## src/rtl/dyn_partition_pkg.sv

```systemverilog
// Shared types and the transition relation of the two-partition dynamic counter.
// The downstream checker model calls next_state for the default width.
package dyn_partition_pkg;

  localparam int unsigned W_PKG = 3;

  typedef struct packed {
    logic             p1;
    logic             p0;
    logic [W_PKG-1:0] b;
    logic [W_PKG-1:0] a;
  } dp_state_t;

  typedef enum logic [1:0] {
    ST_IDLE,
    ST_RUN,
    ST_DONE
  } fsm_t;

  // The mode bit selects which partition counts. The phase walks the Johnson
  // sequence 00->01->11->10 as {p1,p0}.
  function automatic dp_state_t next_state(input dp_state_t s);
    dp_state_t n;
    n = s;
    if (s.p0 ^ s.p1) n.b = s.b + W_PKG'(1);
    else             n.a = s.a + W_PKG'(1);
    n.p0 = ~s.p1;
    n.p1 = s.p0;
    return n;
  endfunction

endpackage

```

## src/rtl/dyn_partition_next.sv

```systemverilog
// Combinational successor f(S) on the packed state {p1,p0,B,A}.
module dyn_partition_next #(
  parameter int unsigned W = 3
) (
  input  logic [2*W+1:0] cur,
  output logic [2*W+1:0] nxt
);

  logic [W-1:0] a;
  logic [W-1:0] b;
  logic         p0;
  logic         p1;

  always_comb begin
    a   = cur[W-1:0];
    b   = cur[2*W-1:W];
    p0  = cur[2*W];
    p1  = cur[2*W+1];
    nxt = cur;
    if (p0 ^ p1) nxt[2*W-1:W] = b + W'(1);
    else         nxt[W-1:0]   = a + W'(1);
    nxt[2*W]   = ~p1;
    nxt[2*W+1] = p0;
  end

endmodule

```

## src/rtl/dyn_partition_stepper.sv

```systemverilog
// Steps the dynamic-counter state from a seed, one state per accepted beat,
// until the trajectory returns to the seed, the step budget runs out, or abort.
module dyn_partition_stepper
  import dyn_partition_pkg::*;
#(
  parameter  int unsigned W         = 3,
  parameter  int unsigned MAX_STEPS = 64,
  localparam int unsigned CW        = $clog2(MAX_STEPS + 1)
) (
  input  logic            clk,
  input  logic            rst_n,
  input  logic            start,
  input  logic            abort,
  input  logic [2*W+1:0]  seed,
  output logic            out_valid,
  input  logic            out_ready,
  output logic [2*W+1:0]  out_cur,
  output logic [2*W+1:0]  out_nxt,
  output logic            busy,
  output logic            done,
  output logic            found,
  output logic [CW-1:0]   cycle_len
);

  localparam int unsigned SW = 2 * W + 2;

  fsm_t          state_q, state_d;
  logic [SW-1:0] s_q, s_d;
  logic [SW-1:0] seed_q, seed_d;
  logic [CW-1:0] step_q, step_d;
  logic [CW-1:0] cyc_q, cyc_d;
  logic          found_q, found_d;
  logic          valid_q, valid_d;
  logic          busy_q, busy_d;
  logic          done_q, done_d;

  logic [SW-1:0] s_nxt;
  logic          fire;
  logic [CW-1:0] step_inc;

  dyn_partition_next #(.W(W)) u_next (
    .cur (s_q),
    .nxt (s_nxt)
  );

  assign fire     = valid_q & out_ready;
  assign step_inc = step_q + CW'(1);

  always_comb begin
    state_d = state_q;
    s_d     = s_q;
    seed_d  = seed_q;
    step_d  = step_q;
    cyc_d   = cyc_q;
    found_d = found_q;
    unique case (state_q)
      ST_IDLE: begin
        if (start) begin
          s_d     = seed;
          seed_d  = seed;
          step_d  = '0;
          state_d = ST_RUN;
        end
      end
      ST_RUN: begin
        if (fire) begin
          s_d    = s_nxt;
          step_d = step_inc;
        end
        // Closure outranks the budget; abort only decides when no beat ends the run.
        if (fire && s_nxt == seed_q) begin
          state_d = ST_DONE;
          found_d = 1'b1;
          cyc_d   = step_inc;
        end else if (fire && step_inc == CW'(MAX_STEPS)) begin
          state_d = ST_DONE;
          found_d = 1'b0;
          cyc_d   = CW'(MAX_STEPS);
        end else if (abort) begin
          state_d = ST_DONE;
          found_d = 1'b0;
          cyc_d   = step_q + CW'(fire);
        end
      end
      ST_DONE: state_d = ST_IDLE;
      default: state_d = ST_IDLE;
    endcase
    valid_d = (state_d == ST_RUN);
    busy_d  = (state_d == ST_RUN) || (state_d == ST_DONE);
    done_d  = (state_d == ST_DONE);
  end

  always_ff @(posedge clk or negedge rst_n) begin
    if (!rst_n) begin
      state_q <= ST_IDLE;
      s_q     <= '0;
      seed_q  <= '0;
      step_q  <= '0;
      cyc_q   <= '0;
      found_q <= 1'b0;
      valid_q <= 1'b0;
      busy_q  <= 1'b0;
      done_q  <= 1'b0;
    end else begin
      state_q <= state_d;
      s_q     <= s_d;
      seed_q  <= seed_d;
      step_q  <= step_d;
      cyc_q   <= cyc_d;
      found_q <= found_d;
      valid_q <= valid_d;
      busy_q  <= busy_d;
      done_q  <= done_d;
    end
  end

  assign out_valid = valid_q;
  assign out_cur   = s_q;
  assign out_nxt   = s_nxt;
  assign busy      = busy_q;
  assign done      = done_q;
  assign found     = found_q;
  assign cycle_len = cyc_q;

endmodule

```

## config.mk

```make
export PLATFORM = sky130hd
export DESIGN_NAME = dyn_partition_stepper
export DESIGN_NICKNAME = d
export VERILOG_FILES = /design/src/rtl/dyn_partition_pkg.sv /design/src/rtl/dyn_partition_next.sv /design/src/rtl/dyn_partition_stepper.sv
export SDC_FILE = /design/constraint.sdc
export NUM_CORES = 1
export LEC_CHECK = 0
export CAP_MARGIN = 20
export CORE_ASPECT_RATIO = 0.5
export CORE_MARGIN = 8
export CORE_UTILIZATION = 45
export CTS_CLUSTER_DIAMETER = 80
export DETAILED_ROUTE_END_ITERATION = 7
export PLACE_DENSITY = 0.71
export SLEW_MARGIN = 20
export SYNTH_ARGS = -nofsm -noshare
export SYNTH_HDL_FRONTEND = slang
export SYNTH_SLANG_ARGS = --single-unit
```

## constraint.sdc

```tcl
create_clock -name clk -period 4.7 [get_ports clk]
set_clock_uncertainty 0.2 [all_clocks]
set_input_delay 0.47 -clock clk [delete_from_list [all_inputs] [get_ports clk]]
set_output_delay 0.47 -clock clk [all_outputs]
set_load 0.05 [all_outputs]
```

== After elaboration in Yosys (flattened, before gate mapping) ==
Cells that the tools add are included.
Widths: inputs -> output; s select.

* Output and inout port bits: 27
* Bits of input ports: 13
* Register bits after elaboration: 36

* Eq/ne operators: 7
* Muxes and demuxes: 19
* Reductions and logical operators: 9
* Add/sub/neg operators: 4
* Bitwise logic cells: 3

{| class="wikitable"
|+ Operators by type and width
! cell !! number
|-
| $mux 7 || 5
|-
| $mux 8 || 2
|-
| $pmux 8 s2 || 1
|-
| $pmux 7 s2 || 1
|-
| $eq 8x8->1 || 1
|-
| $mux 2 || 4
|-
| $add 7x1->7 || 1
|-
| $add 7x1->7 const B || 1
|-
| $eq 7x7->1 const B || 1
|-
| $add 3x1->3 const B || 2
|-
| $mux 3 || 2
|-
| $eq 2x1->1 const B || 2
|-
| $ne 2x2->1 const B || 2
|-
| $pmux 2 s2 || 1
|-
| $reduce_and 2->1 || 2
|-
| $mux 1 || 3
|-
| $reduce_and 3->1 || 1
|-
| $reduce_bool 3->1 || 1
|-
| $eq 2x2->1 const B || 1
|-
| $logic_and 1x1->1 || 2
|-
| $logic_not 2->1 || 1
|-
| $reduce_bool 2->1 || 1
|-
| $and 1x1->1 || 1
|-
| $logic_or 1x1->1 || 1
|-
| 2 further kinds || 2
|}

== Depth between registers and ports, before layout ==
* Depth after elaboration: 8
* Depth in mapped cells: 10
* Depth with buffers taken out: 9

== Hierarchy ==
A second synthesis with hierarchy kept.

* Cell total of the unflattened synthesis: 201
* Area, all modules: 2,049.5 µm²

{| class="wikitable"
|+ By module, submodules not included
! module !! area an instance (µm²) !! cells an instance !! sequential area each (µm²) !! instances
|-
| dyn_partition_stepper || 1,923.1 || 183 || 900.9 || 1
|-
| dyn_partition_next || 126.4 || 18 || 0.0 || 1
|}

== Least setup slack after synthesis ==
No wires, ideal clock.

* Path kind: register -> register
* From: register s_q[7], in the netlist out_cur[7]
* To: register cyc_q[0], in the netlist cycle_len[0]
* Setup time: 0.125 ns
* Arrival: 3.198 ns
* Stages on the path, launching flop included: 9
* Period minus slack after synthesis: 3.522 ns
* Path slack: 1.178 ns
* Path buffers: 1
* Cell sequence: dfrtp_1 xnor2_4 xnor2_1 xnor2_1 and4_1 nand4_1 buf_6 a21oi_4 mux2_2

* Word-level cells in the longest chain between the ends: 6

{| class="wikitable"
|+ Ends and longest elaborated chain
! item !! line !! RTL
|-
| from (decl) || dyn_partition_stepper.sv:28 || <nowiki>logic [SW-1:0] s_q, s_d;</nowiki>
|-
| from (signal assigned) || dyn_partition_stepper.sv:96 || <nowiki>s_q <= '0;</nowiki>
|-
| from (signal assigned) || dyn_partition_stepper.sv:106 || <nowiki>s_q <= s_d;</nowiki>
|-
| $xor 1x1->1 (*) || dyn_partition_next.sv:20 || <nowiki>if (p0 ^ p1) nxt[2*W-1:W] = b + W'(1);</nowiki>
|-
| $mux 3 (*) || dyn_partition_next.sv:20 ||
|-
| via out_nxt[3] || dyn_partition_stepper.sv:18 || <nowiki>output logic [2*W+1:0] out_nxt,</nowiki>
|-
| $eq 8x8->1 (*) || dyn_partition_stepper.sv:71 || <nowiki>if (fire && s_nxt == seed_q) begin</nowiki>
|-
| $logic_and 1x1->1 (*) || dyn_partition_stepper.sv:71 ||
|-
| $reduce_bool 3->1 (no source line) || - ||
|-
| $reduce_and 2->1 (no source line) || - ||
|-
| to (signal assigned) || dyn_partition_stepper.sv:109 || <nowiki>cyc_q <= cyc_d;</nowiki>
|-
| to (decl) || dyn_partition_stepper.sv:31 || <nowiki>logic [CW-1:0] cyc_q, cyc_d;</nowiki>
|}

The timed path passes the listed nets; every way through them passes the cells marked *.
A chain may end at the register's enable or synchronous reset.

== Worst setup path in the final report ==
* From: register s_q[7], in the netlist out_cur[7]
* To: register cyc_q[5], in the netlist cycle_len[5]

* Word-level cells in the longest chain between the ends: 6

{| class="wikitable"
|+ Ends and longest elaborated chain
! item !! line
|-
| $xor 1x1->1 || dyn_partition_next.sv:20
|-
| $mux 3 || dyn_partition_next.sv:20
|-
| $eq 8x8->1 (*) || dyn_partition_stepper.sv:71
|-
| $logic_and 1x1->1 (*) || dyn_partition_stepper.sv:71
|-
| $reduce_bool 3->1 (no source line) || -
|-
| $reduce_and 2->1 (no source line) || -
|}

Every way passes the cells marked *; elsewhere a longest branch is shown, timed or not.

==> flow_summary.toml <==
[die]
die_w_um = 110
row_count = 17
coreArea_um2 = 4340
initial_utilization = 0.463
die_h_um = 63.2
die-area_um2 = 6990
io_pins = 40

[timing]
grt_setup_unrepaired = "false"
period_minus_slack_ns = 3.33
tns_ns = 0
relSlewSlack = 0.514
setup_viol = 0
period_share = 0.709
finalHoldViolCount = 0
worstMarginPinSlew_ns = 0.729
slew_violations = 0
max_freq_mhz = 300
whs_ns = 0.309

[cts]
clk_pin_slew_ns = 0.07
root_buffer = "clkbuf_8"
ctsHtreeMaxLevel = 2
clockBufferDepth = 2
numCtsBuffers = 5
ctsResizeCount = 0
cts_tree = "yes"
ctsHoldBuffers = 0
clk_latency_ns = 0.28
cts.sinks = 36
post-cts-setup-buffer-count = 0

[layout]
nets = 258
drive_gt1_frac = 0.113
stdcell_count = 295
syn_to_final_growth_pct = 26.0
n_antenna_cell = 0
fin_area_um2 = 2530
fillCellCount = 378

[place]
place_area_um2 = 2440
place.gp.congestion = 0.820
dp_cells = 287
dp_hpwl_um = 3140
port_buffers = 39

[route]
viasPerCell = 5.16
drt-pass1-iter-count = 4
num_vias = 1522
drtIter0Drc = 49
ant_nets = 0
routed_wl_um = 4220
wl_per_cell_um = 14.3
drc = 0

[setup_path]
cp-start-kind = "register"
crit_type = "reg -> reg"
rr_startpoint = "out_cur[7]"
cp.arrival_ns = 3.30
critPathCaptureType = "register"
r2r_setup_slack_ns = 1.37
cp_max_fo = 11
cp.required_ns = 4.67
rr_endpoint = "cycle_len[5]"
r2r_cells = 7

[pwr]
power_mw = 1.83
p_leak_nw = 1.14
ir_drop_uv = 263
pwr_density_cell_nw_per_um2 = 723

[worst_hold_path]
holdCritStartpoint = "cycle_len[6]"
hold_class = "reg -> reg"
holdPathStages = 1
holdPathEnd = "cycle_len[6]"

[synthesis]
synth_compound_area_frac = 0.0897
ys_seq_elements = 36
synth_top_family_by_area = "simple AND/OR/NAND/NOR gates"
syn_area_um2 = 2010
synth_cell_type_count = 36
synthesis.nets = 219
async_flop_share = 1.00
synth_edf_count = 0
synthFlopType = "dfrtp_1"
synth.area.top_cells = "dfrtp_1 45%, mux2_2 7.9%, xnor2_1 5.2%"
yosysTopAreaCellShare = 0.449
synthMuxAreaShare = 0.131
synth_xor_area_frac = 0.105
ys.warnings.count = 0
synthSimpleGateAreaFrac = 0.133
ys_seq_area_frac = 0.449
synth_common_cells = "36 x dfrtp_1, 26 x nand2_1, 20 x o21ai_0"
synth_cells = 198
synth_area_leader_cell = "dfrtp_1"
syn_avg_cell_area_um2 = 10.1
synthAdderAreaFrac = 0.0498
yosysMostFrequentCell = "dfrtp_1"

[flow_run]
maxCapViolCount = 0

[grt]
track_usage = 0.127
antenna_found_initial = 0
grt_pass1_vias = 1614
grt-ovfl-total = 0
grt_max_degree = 37
grt_pass1_wl_um = 7530

[run_status]
outcome = "finished clean"
[routing by layer]
metal	global-route usage	share of wire	up-vias
li1	-	-	748
met3	0.0406	0.055	5
met2	0.218	0.48	28
met1	0.149	0.45	741
met5	0	0	-
met4	0.0351	0.010	0
[final cells by class]
type	count	area, um^2	share of cell area
inverter	9	33.8	0.0133
timing repair buffer	42	413	0.163
clock buffer	8	90.1	0.0356
multi-input combinational	143	1020	0.404
tap	57	71.3	0.0282
sequential	36	901	0.356
[critical path: stages, from the launching register on]
cell and delay [ns]:
dfrtp_1 0.50, xnor2_4 0.39, mux2_4 0.35, xor2_1 0.15
nor3_2 0.15, nand4_1 0.56, a21oi_4 0.54, mux2_2 0.38
[through the flow]
stage               utilization  worst slack [ns]
detailed placement        0.563              1.32
global route              0.583              1.10
floorplan                     -              1.18
global placement          0.563              1.48
CTS                       0.583              1.31
finish                    0.583              1.37
[worst max-delay path by stage]
stage,startpoint,endpoint,slack (ns),cells after the start
2_1_floorplan,out_cur[7],cycle_len[0],1.18,8
5_1_grt,out_cur[7],cycle_len[3],1.10,7
3_5_place_dp,out_cur[7],cycle_len[5],1.32,7
4_1_cts,out_cur[7],cycle_len[5],1.31,7
6_report,out_cur[7],cycle_len[5],1.37,7
3_3_place_gp,out_cur[7],cycle_len[3],1.48,7
[flip-flops by register name (all words and copies together) (netlist names)]
name       cells
out_cur        8
seed_q         8
cycle_len      7
step_q         7
state_q        2
busy           1
done           1
found          1
out_valid      1
[report_power, final]
group | switching (mW) | internal [mW] | total [mW]
Clock | 0.108 | 0.120 | 0.227
Sequential | 0.0931 | 0.399 | 0.492
Combinational | 0.702 | 0.409 | 1.11
Total | 0.903 | 0.927 | 1.83
[cell families (layout without fill, tap and decap cells)]
| logic type | count (synthesis) | after routing |
|---|---|---|
| xor+xnor | 22 | 22 |
| flops | 36 | 36 |
| simple gates | 57 | 57 |
| buf+inv | 19 | 59 |
| mux | 24 | 24 |
| fa+ha+maj | 8 | 8 |
| compound gates | 32 | 32 |
[layout by cell type, fill, tap and decap left out, drive strengths merged]
master	instances
nand2	26
o22ai	1
nor3b	1
mux2	15
o21ai	20
nand4	1
xnor2	13
mux2i	9
nand2b	1
inv	9
nand3	6
clkbuf	8
dfrtp	36
a21oi	8
and2	2
buf	3
a31oi	1
or4b	1
a22oi	1
clkdlybuf4s50	39
nor2b	3
nor2	10
and4	1
or3	1
o2bb2ai	1
and3	1
nor3	3
ha	8
xor2	9
No activity file was read; power rests on OpenSTA's default activity.
